===== config.mk =====
export PLATFORM = sky130hd
export DESIGN_NAME = microsequencer
export DESIGN_NICKNAME = d
export VERILOG_FILES = /design/src/rtl/cpu_pkg.sv /design/src/rtl/micro_rom.sv /design/src/rtl/microsequencer.sv
export SDC_FILE = /design/constraint.sdc
export NUM_CORES = 1
export LEC_CHECK = 0
export CAP_MARGIN = 20
export CORE_MARGIN = 2
export CORE_UTILIZATION = 26
export DETAILED_ROUTE_END_ITERATION = 7
export SLEW_MARGIN = 25
export SYNTH_ARGS = -nofsm -noshare
export SYNTH_HDL_FRONTEND = slang
export SYNTH_SLANG_ARGS = --single-unit
export TNS_END_PERCENT = 10

===== constraint.sdc =====
create_clock -name clk -period 2.44 [get_ports clk]
set_input_delay 0.488 -clock clk [delete_from_list [all_inputs] [get_ports clk]]
set_output_delay 0.488 -clock clk [all_outputs]
set_load 0.1 [all_outputs]

===== src/rtl/cpu_pkg.sv =====
// Shared definitions for the 6502 microsequencer: control-bit positions,
// the fetch control word, ROM entry layout and sequencer states.
package cpu_pkg;

  localparam int CW = 26;

  localparam int IRXI     = 0;
  localparam int PCXO     = 1;
  localparam int PCXI     = 2;
  localparam int PCINC    = 3;
  localparam int MARXI    = 4;
  localparam int MARXO    = 5;
  localparam int RAMXO    = 6;
  localparam int RAMXI    = 7;
  localparam int AXI      = 8;
  localparam int AXO      = 9;
  localparam int XXI      = 10;
  localparam int XXO      = 11;
  localparam int YXI      = 12;
  localparam int YXO      = 13;
  localparam int SPXI     = 14;
  localparam int SPXO     = 15;
  localparam int SPINC    = 16;
  localparam int SPDEC    = 17;
  localparam int PXI      = 18;
  localparam int PXO      = 19;
  localparam int ALUXO    = 20;
  localparam int TXI      = 21;
  localparam int TXO      = 22;
  localparam int CARRY_IN = 23;
  localparam int ADDRHI   = 24;
  localparam int SUBTRACT = 25;

  localparam logic [CW-1:0] CW_ONE = {{(CW-1){1'b0}}, 1'b1};

  // Fetch: PC onto the address bus, memory onto the data bus, IR loads, PC advances.
  localparam logic [CW-1:0] FETCH_WORD = (CW_ONE << PCXO) | (CW_ONE << RAMXO) |
                                         (CW_ONE << IRXI) | (CW_ONE << PCINC);

  localparam logic [7:0] NOP_OPCODE = 8'hEA;

  typedef struct packed {
    logic          last;
    logic          legal;
    logic [CW-1:0] word;
  } rom_entry_t;

  typedef enum logic [1:0] {
    FETCH = 2'd0,
    EXEC  = 2'd1,
    JAM   = 2'd2
  } state_t;

  function automatic logic [CW-1:0] cb(input int unsigned idx);
    logic [CW-1:0] v;
    v = '0;
    v[idx] = 1'b1;
    return v;
  endfunction

endpackage


===== src/rtl/micro_rom.sv =====
// Microcode ROM: combinational (opcode, step) -> {last, legal, word}.
// Opcodes not listed are illegal and return an all-zero entry.
module micro_rom #(
  parameter int STEP_W = 3
) (
  input  logic [7:0]            i_opcode,
  input  logic [STEP_W-1:0]     i_step,
  output cpu_pkg::rom_entry_t   o_entry
);
  import cpu_pkg::*;

  int unsigned w_k;
  assign w_k = {{(32-STEP_W){1'b0}}, i_step};

  // Table lookup; every path starts from an illegal, empty entry.
  always_comb begin
    o_entry = '0;
    casez (i_opcode)
      8'hEA: begin // NOP
        o_entry.legal = 1'b1;
        case (w_k)
          1: o_entry.last = 1'b1;
          default: ;
        endcase
      end
      8'hAA: begin // TAX
        o_entry.legal = 1'b1;
        case (w_k)
          1: begin o_entry.word = cb(AXO) | cb(XXI); o_entry.last = 1'b1; end
          default: ;
        endcase
      end
      8'hE8: begin // INX
        o_entry.legal = 1'b1;
        case (w_k)
          1: o_entry.word = cb(XXO) | cb(TXI);
          2: begin o_entry.word = cb(ALUXO) | cb(CARRY_IN) | cb(XXI); o_entry.last = 1'b1; end
          default: ;
        endcase
      end
      8'hA9: begin // LDA #imm
        o_entry.legal = 1'b1;
        case (w_k)
          1: o_entry.word = cb(PCXO) | cb(MARXI);
          2: begin o_entry.word = cb(RAMXO) | cb(AXI) | cb(PCINC); o_entry.last = 1'b1; end
          default: ;
        endcase
      end
      8'hE9: begin // SBC #imm
        o_entry.legal = 1'b1;
        case (w_k)
          1: o_entry.word = cb(PCXO) | cb(MARXI);
          2: o_entry.word = cb(RAMXO) | cb(TXI) | cb(PCINC);
          3: begin
            o_entry.word = cb(AXO) | cb(TXO) | cb(SUBTRACT) | cb(CARRY_IN) | cb(ALUXO) | cb(AXI);
            o_entry.last = 1'b1;
          end
          default: ;
        endcase
      end
      8'h4C: begin // JMP abs
        o_entry.legal = 1'b1;
        case (w_k)
          1: o_entry.word = cb(PCXO) | cb(MARXI);
          2: o_entry.word = cb(RAMXO) | cb(TXI) | cb(PCINC);
          3: begin o_entry.word = cb(TXO) | cb(PCXI) | cb(ADDRHI); o_entry.last = 1'b1; end
          default: ;
        endcase
      end
      8'h8D: begin // STA abs
        o_entry.legal = 1'b1;
        case (w_k)
          1: o_entry.word = cb(PCXO) | cb(MARXI) | cb(PCINC);
          2: o_entry.word = cb(RAMXO) | cb(TXI) | cb(PCINC);
          3: o_entry.word = cb(TXO) | cb(MARXI) | cb(ADDRHI);
          4: begin o_entry.word = cb(AXO) | cb(RAMXI); o_entry.last = 1'b1; end
          default: ;
        endcase
      end
      8'h00: begin // BRK
        o_entry.legal = 1'b1;
        case (w_k)
          1: o_entry.word = cb(PCINC);
          2: o_entry.word = cb(SPXO) | cb(MARXI);
          3: o_entry.word = cb(PCXO) | cb(ADDRHI) | cb(RAMXI) | cb(SPDEC);
          4: o_entry.word = cb(PCXO) | cb(RAMXI) | cb(SPDEC);
          5: o_entry.word = cb(PXO) | cb(RAMXI) | cb(SPDEC);
          6: begin o_entry.word = cb(PCXI) | cb(ADDRHI) | cb(RAMXO); o_entry.last = 1'b1; end
          default: ;
        endcase
      end
      8'h6C: begin // JMP (ind): no last flag, ends at the final step
        o_entry.legal = 1'b1;
        case (w_k)
          1: o_entry.word = cb(PCXO) | cb(MARXI);
          2: o_entry.word = cb(RAMXO) | cb(TXI) | cb(PCINC);
          3: o_entry.word = cb(PCXO) | cb(MARXI);
          4: o_entry.word = cb(RAMXO) | cb(ADDRHI) | cb(TXI);
          5: o_entry.word = cb(TXO) | cb(MARXI);
          6: o_entry.word = cb(RAMXO) | cb(PCXI);
          7: o_entry.word = cb(ADDRHI) | cb(RAMXO) | cb(PCXI);
          default: ;
        endcase
      end
      default: o_entry = '0;
    endcase
  end

endmodule


===== src/rtl/microsequencer.sv =====
// 6502 microsequencer: fetch/execute/jam FSM, step counter and IR, with
// RDY stalling and a gated per-cycle control word.
module microsequencer #(
  parameter int CW     = cpu_pkg::CW,
  parameter int STEPS  = 8,
  parameter int STEP_W = $clog2(STEPS)
) (
  input  logic              clk,
  input  logic              rst,
  input  logic              rdy,
  input  logic [7:0]        opcode_in,
  output logic [CW-1:0]     control_signals,
  output logic [STEP_W-1:0] step,
  output logic [7:0]        ir,
  output logic              sync,
  output logic              jam
);
  import cpu_pkg::*;

  localparam logic [STEP_W-1:0] STEP_ONE  = STEP_W'(1);
  localparam logic [STEP_W-1:0] STEP_LAST = STEP_W'(STEPS - 1);

  state_t                r_state, w_state_nxt;
  logic [STEP_W-1:0]     r_step,  w_step_nxt;
  logic [7:0]            r_ir,    w_ir_nxt;
  rom_entry_t            w_rom;
  logic [cpu_pkg::CW-1:0] w_word;
  logic                  w_gate;

  micro_rom #(.STEP_W(STEP_W)) u_rom (
    .i_opcode (r_ir),
    .i_step   (r_step),
    .o_entry  (w_rom)
  );

  // State, step and IR registers; reset overrides rdy.
  always_ff @(posedge clk) begin
    if (rst) begin
      r_state <= FETCH;
      r_step  <= '0;
      r_ir    <= NOP_OPCODE;
    end else begin
      r_state <= w_state_nxt;
      r_step  <= w_step_nxt;
      r_ir    <= w_ir_nxt;
    end
  end

  // Next state: everything holds unless rdy is high; JAM never leaves on its own.
  always_comb begin
    w_state_nxt = r_state;
    w_step_nxt  = r_step;
    w_ir_nxt    = r_ir;
    if (rdy) begin
      case (r_state)
        FETCH: begin
          w_ir_nxt    = opcode_in;
          w_step_nxt  = STEP_ONE;
          w_state_nxt = EXEC;
        end
        EXEC: begin
          if (!w_rom.legal && (r_step == STEP_ONE)) begin
            w_state_nxt = JAM;
          end else if (w_rom.last || (r_step == STEP_LAST)) begin
            w_step_nxt  = '0;
            w_state_nxt = FETCH;
          end else begin
            w_step_nxt  = r_step + STEP_ONE;
          end
        end
        JAM: ;
        default: begin
          w_step_nxt  = '0;
          w_state_nxt = FETCH;
        end
      endcase
    end
  end

  // Output decode from registered state, then gated by rst, stall and jam.
  always_comb begin
    w_word = '0;
    case (r_state)
      FETCH:   w_word = FETCH_WORD;
      EXEC:    w_word = w_rom.word;
      default: w_word = '0;
    endcase
  end

  assign w_gate          = rst || !rdy || (r_state == JAM);
  assign control_signals = w_gate ? '0 : CW'(w_word);
  assign step            = r_step;
  assign ir              = r_ir;
  assign sync            = (r_state == FETCH);
  assign jam             = (r_state == JAM);

endmodule


### Word level (Yosys, flattened, before mapping)

Cells that the tools add are included.

* bits in registers: 13
* word-level logic and storage cells: 64
* output and inout port bits: 39

* reduce and logical (&&, ||, !) cells: 16
* equality and inequality tests: 19
* multiplexer cells: 24
* add/sub/neg operators: 1
* bitwise gates (word level): 1

Operators by type and width (count)
* $pmux 25 s6: 2
* $pmux 26 s8: 1
* $pmux 25 s4: 1
* $pmux 26 s3: 1
* $pmux 25 s3: 1
* $pmux 26 s2: 1
* $eq 8x8->1 const B: 6
* $pmux 24 s2: 1
* $mux 26: 1
* $pmux 9 s2: 1
* $eq 8x7->1 const B: 2
* $eq 3x3->1 const B: 4
* $mux 11: 1
* $pmux 3 s3: 1
* $reduce_or 9->1: 1
* $logic_not 8->1: 1
* $reduce_or 2->1: 4
* $eq 3x2->1 const B: 2
* $mux 1: 6
* $mux 3: 2
* $pmux 2 s3: 1
* $reduce_and 3->1: 2
* $pmux 1 s5: 1
* $mux 2: 2
* other kinds (12): 15

### Longest topological paths before layout

* depth after elaboration: 7
* depth in mapped cells: 8

### Modules after synthesis

From an unflattened synthesis, not the netlist that was laid out.

* cell total of the unflattened synthesis: 219
* area, all modules: 1580.3 um^2

By module, submodules not included
* microsequencer: cells an instance 98, instances 1, area each 830.8 um^2, seq. area each 260.2 um^2
* micro_rom: cells an instance 121, instances 1, area each 749.5 um^2, seq. area each 0.0 um^2

### Worst setup path before layout

No wires, ideal clock.

* path type: reg2out
* start: reg r_ir[5], in the netlist ir[5]
* end: out control_signals[3]
* arrival: 4491 ps
* path slack: -2539 ps
* buffers on the path: 1
* cell stages (with the launch flop): 7
* cell sequence: dfxtp_1 -> nand3b_1 -> nor4b_2 -> or3_1 -> buf_6 -> nor2_1 -> a221oi_1

* cells in the longest elaborated chain, start to end: 4

Ends and longest elaborated chain
* from (decl): line microsequencer.sv:25 `logic [7:0] r_ir, w_ir_nxt;`
* from (signal assigned): line microsequencer.sv:45 `r_ir <= w_ir_nxt;`
* $eq 8x7->1 (tied with other cells): line micro_rom.sv:18 `casez (i_opcode)`
* $pmux 26 s8 (*): line micro_rom.sv:18
* $pmux 26 s2 (*): line microsequencer.sv:83 `case (r_state)`
* $mux 26 (*): line microsequencer.sv:91 `assign control_signals = w_gate ? '0 : CW'(w_word);`
* to (decl): line microsequencer.sv:12 `output logic [CW-1:0] control_signals,`

Mark *: on every way between the ends. The rest lies on a longest branch, timed or not.

### Worst setup path after layout

* start: reg r_ir[5], in the netlist ir[5]
* end: out control_signals[22]

Same word-level chain as after synthesis.

==> reports/qor.yml <==
status: "complete, but fails checks"
violations: "setup timing"
synth_edf_count: 0
netlist_instances: 188
cp_top_family: "simple AND/OR/NAND/NOR gates"
cts.sinks: 13
vias: 1690
setup_slack_ns: -0.306
yosysSeqAreaShare_pct: 19.2
die_w_um: 76.3
rows: 26
vias_per_cell: 4.93
dr.first_iter.drc_count: 120
final-hold-violation-count: 0
grt_pass1_wl_um: 7850
pwr-share-clk_pct: 10.2
path_buf_inv: 2
swShare_pct: 55.1
cp-start-kind: "flop"
worstPathArrival_ns: 2.26
path_cells: "or4_4, or2_4, nand3b_1, o21ai_4, buf_12, a31oi_4, buf_12"
cp_max_fo: 7
fmax_mhz: 364
synth_commonest_cells: "nor2_1 (25), nand2_1 (18), dfxtp_1 (13)"
power.density_mw_per_mm2: 695
finClkSkew_ns: 0.00106
die_area_sq_mm: 0.00582
worst_setup_path_end_kind: "output port"
clk_pin_slew_ns: 0.06
postRouteAntennaNets: 0
cts_root_buffer: "clkbuf_8"
fin_crit_sh_pct: 113
critPathMaxStageDelay_ns: 0.55
yosysWarnings: 0
antenna_found_initial: 0
core_sq_mm: 0.00507
placed_area_sq_mm: 0.00253
drtPass1Iterations: 4
crit_type: "flop to output port"
critPathSlowestCell: "or4_4"
switching_power_uw: 1030
start_util_pct: 26.8
setup_viol: 17
slew_headroom_pct: 62.6
nFillCells: 505
drc: 0
drive_above_1_share_pct: 48.4
drv_cap: 0
postCtsHoldBufs: 0
pwr-share-seq_pct: 17.3
grt-ovfl-total: 0
place_hpwl_um: 3830
crit_top_cell: "buf_12"
detail_route.wl_per_cell_um: 13.8
final_cell_area_sq_mm: 0.00268
grt_pass1_vias: 1604
netlist_top_cells_area: "dfxtp_1 (19%), nor2_1 (6.9%), ha_1 (5.5%), nand2_1 (5.0%), buf_4 (3.9%)"
grt_max_degree: 16
p_int_uw: 836
diodes: 0
yosysTopAreaCellShare_pct: 19.2
synth_flop_cell: "dfxtp_1"
timing.final.crit_period_ns: 2.75
synth.most_common_cell: "nor2_1"
io_buffers: 43
power_frac_comb_pct: 72.4
drv_slew: 0
p_leak_uw: 0.00103
synthArstFlopShare_pct: 0
whs_ns: 0.523
routed_wl_um: 4730
ys_types: 56
finalWeightedCongestion: 0.919
clk_latency_ns: 0.24
synth_top_cell_by_area: "dfxtp_1"
rsz0062_at_grt: "yes"
tns_ns: -4.08
layout.nets: 291
syn_to_final_growth_pct: 97.1
crit_required_ns: 1.95
cts_tree: "built"
tightest_slew_ns: 0.547
hold_class: "flop to flop"
io_pins: 50
die_y_um: 76.3
cts_htree_levels: 1
cts_inserted_buffers: 3
vdd_drop_max_mv: 0.454
track_usage_pct: 16.1
ys_ff_latch: 13
mappedNetlistArea_sq_mm: 0.00136
clockBufferDepth: 2
fin_util_pct: 52.8
synth.avg_cell_area_sq_um: 7.23
reg2reg_slack_ns: 0.37
==> layer usage <==
metal | wire [um] | track usage [%] | vias up
met1 | 2170 | 21.0 | 802
met2 | 2380 | 28.1 | 36
met3 | 128 | 1.66 | 4
li1 | - | - | 848
met5 | 0 | 0 | -
met4 | 40 | 4.91 | 0
==> layout make-up <==
cell class              instances  area (sq um)  area share [%]
repair buffers                 92           995            37.1
flip-flops and latches         13           299            11.2
inverters                       5          18.8           0.701
well taps                      70          87.6            3.27
clock buffers                   3          41.3            1.54
multi-input cells             159          1230            46.0
clock inverters                 1          5.00           0.187
==> sequential cells by signal, indices dropped and copies added, names as in the netlist <==
name	flops
step	3
ir	8
r_state	2
==> tightest hold or removal path: cells and delay by family (launching register included) <==
family	cells	cell delay (ns)
and+or+nand+nor	1	0.07
DFF	1	0.35
AOI/OAI and AO/OA	1	0.05
==> stage by stage <==
step	setup WS (ns)	total power, uW	cells
after CTS	-0.342	1850	338
after detailed placement	-0.0885	1640	334
after global routing	-0.379	1970	343
after floorplan	-0.647	1250	193
final	-0.306	1860	343
after global placement	-0.0846	1640	334
==> worst paths after layout <==
| kind | from | endpoint | cells after the start |
|---|---|---|---|
| worst min register to register | r_state[1] | r_state[1] | 2 |
| worst max-delay path | ir[5] | control_signals[22] | 7 |
| worst min-delay path | r_state[1] | r_state[1] | 2 |
| worst max register to register | step[0] | step[0] | 7 |
==> layout by cell type (no fill, tap or decap), types with 6 or more instances in the layout <==
master            n
nor2_4            6
nor2_1           15
nor2_2            6
nor2b_1           8
o21ai_0          10
clkdlybuf4s50_1  10
dfxtp_4          10
buf_12           22
conb_1            6
nand2_1          18
buf_4            59
==> logic make-up (layout without fill, tap and decap cells) <==
kind of cell,count (synthesis),count (layout),share of synthesized area (%)
mux,4,4,2.95
other cells,1,6,0.276
buf+inv,21,101,8.47
flops,13,13,19.2
fa+ha+maj,6,6,5.52
simple gates,98,98,41.0
compound gates,45,45,22.7
==> timing repair <==
action                                  CTS  global route
endpoints found under the setup margin   18            19
pin swaps                                 3            10
resized for setup                         3             9
setup buffers                             0             5
==> power by group through the flow <==
stage,combinational [uW],sequential (uW),clock [uW]
final,1350,322,191
after global routing,1430,332,208
after CTS,1330,320,199
after detailed placement,1320,323,0
after global placement,1320,320,0
after floorplan,663,585,0
(Power assumes the default switching activity.)
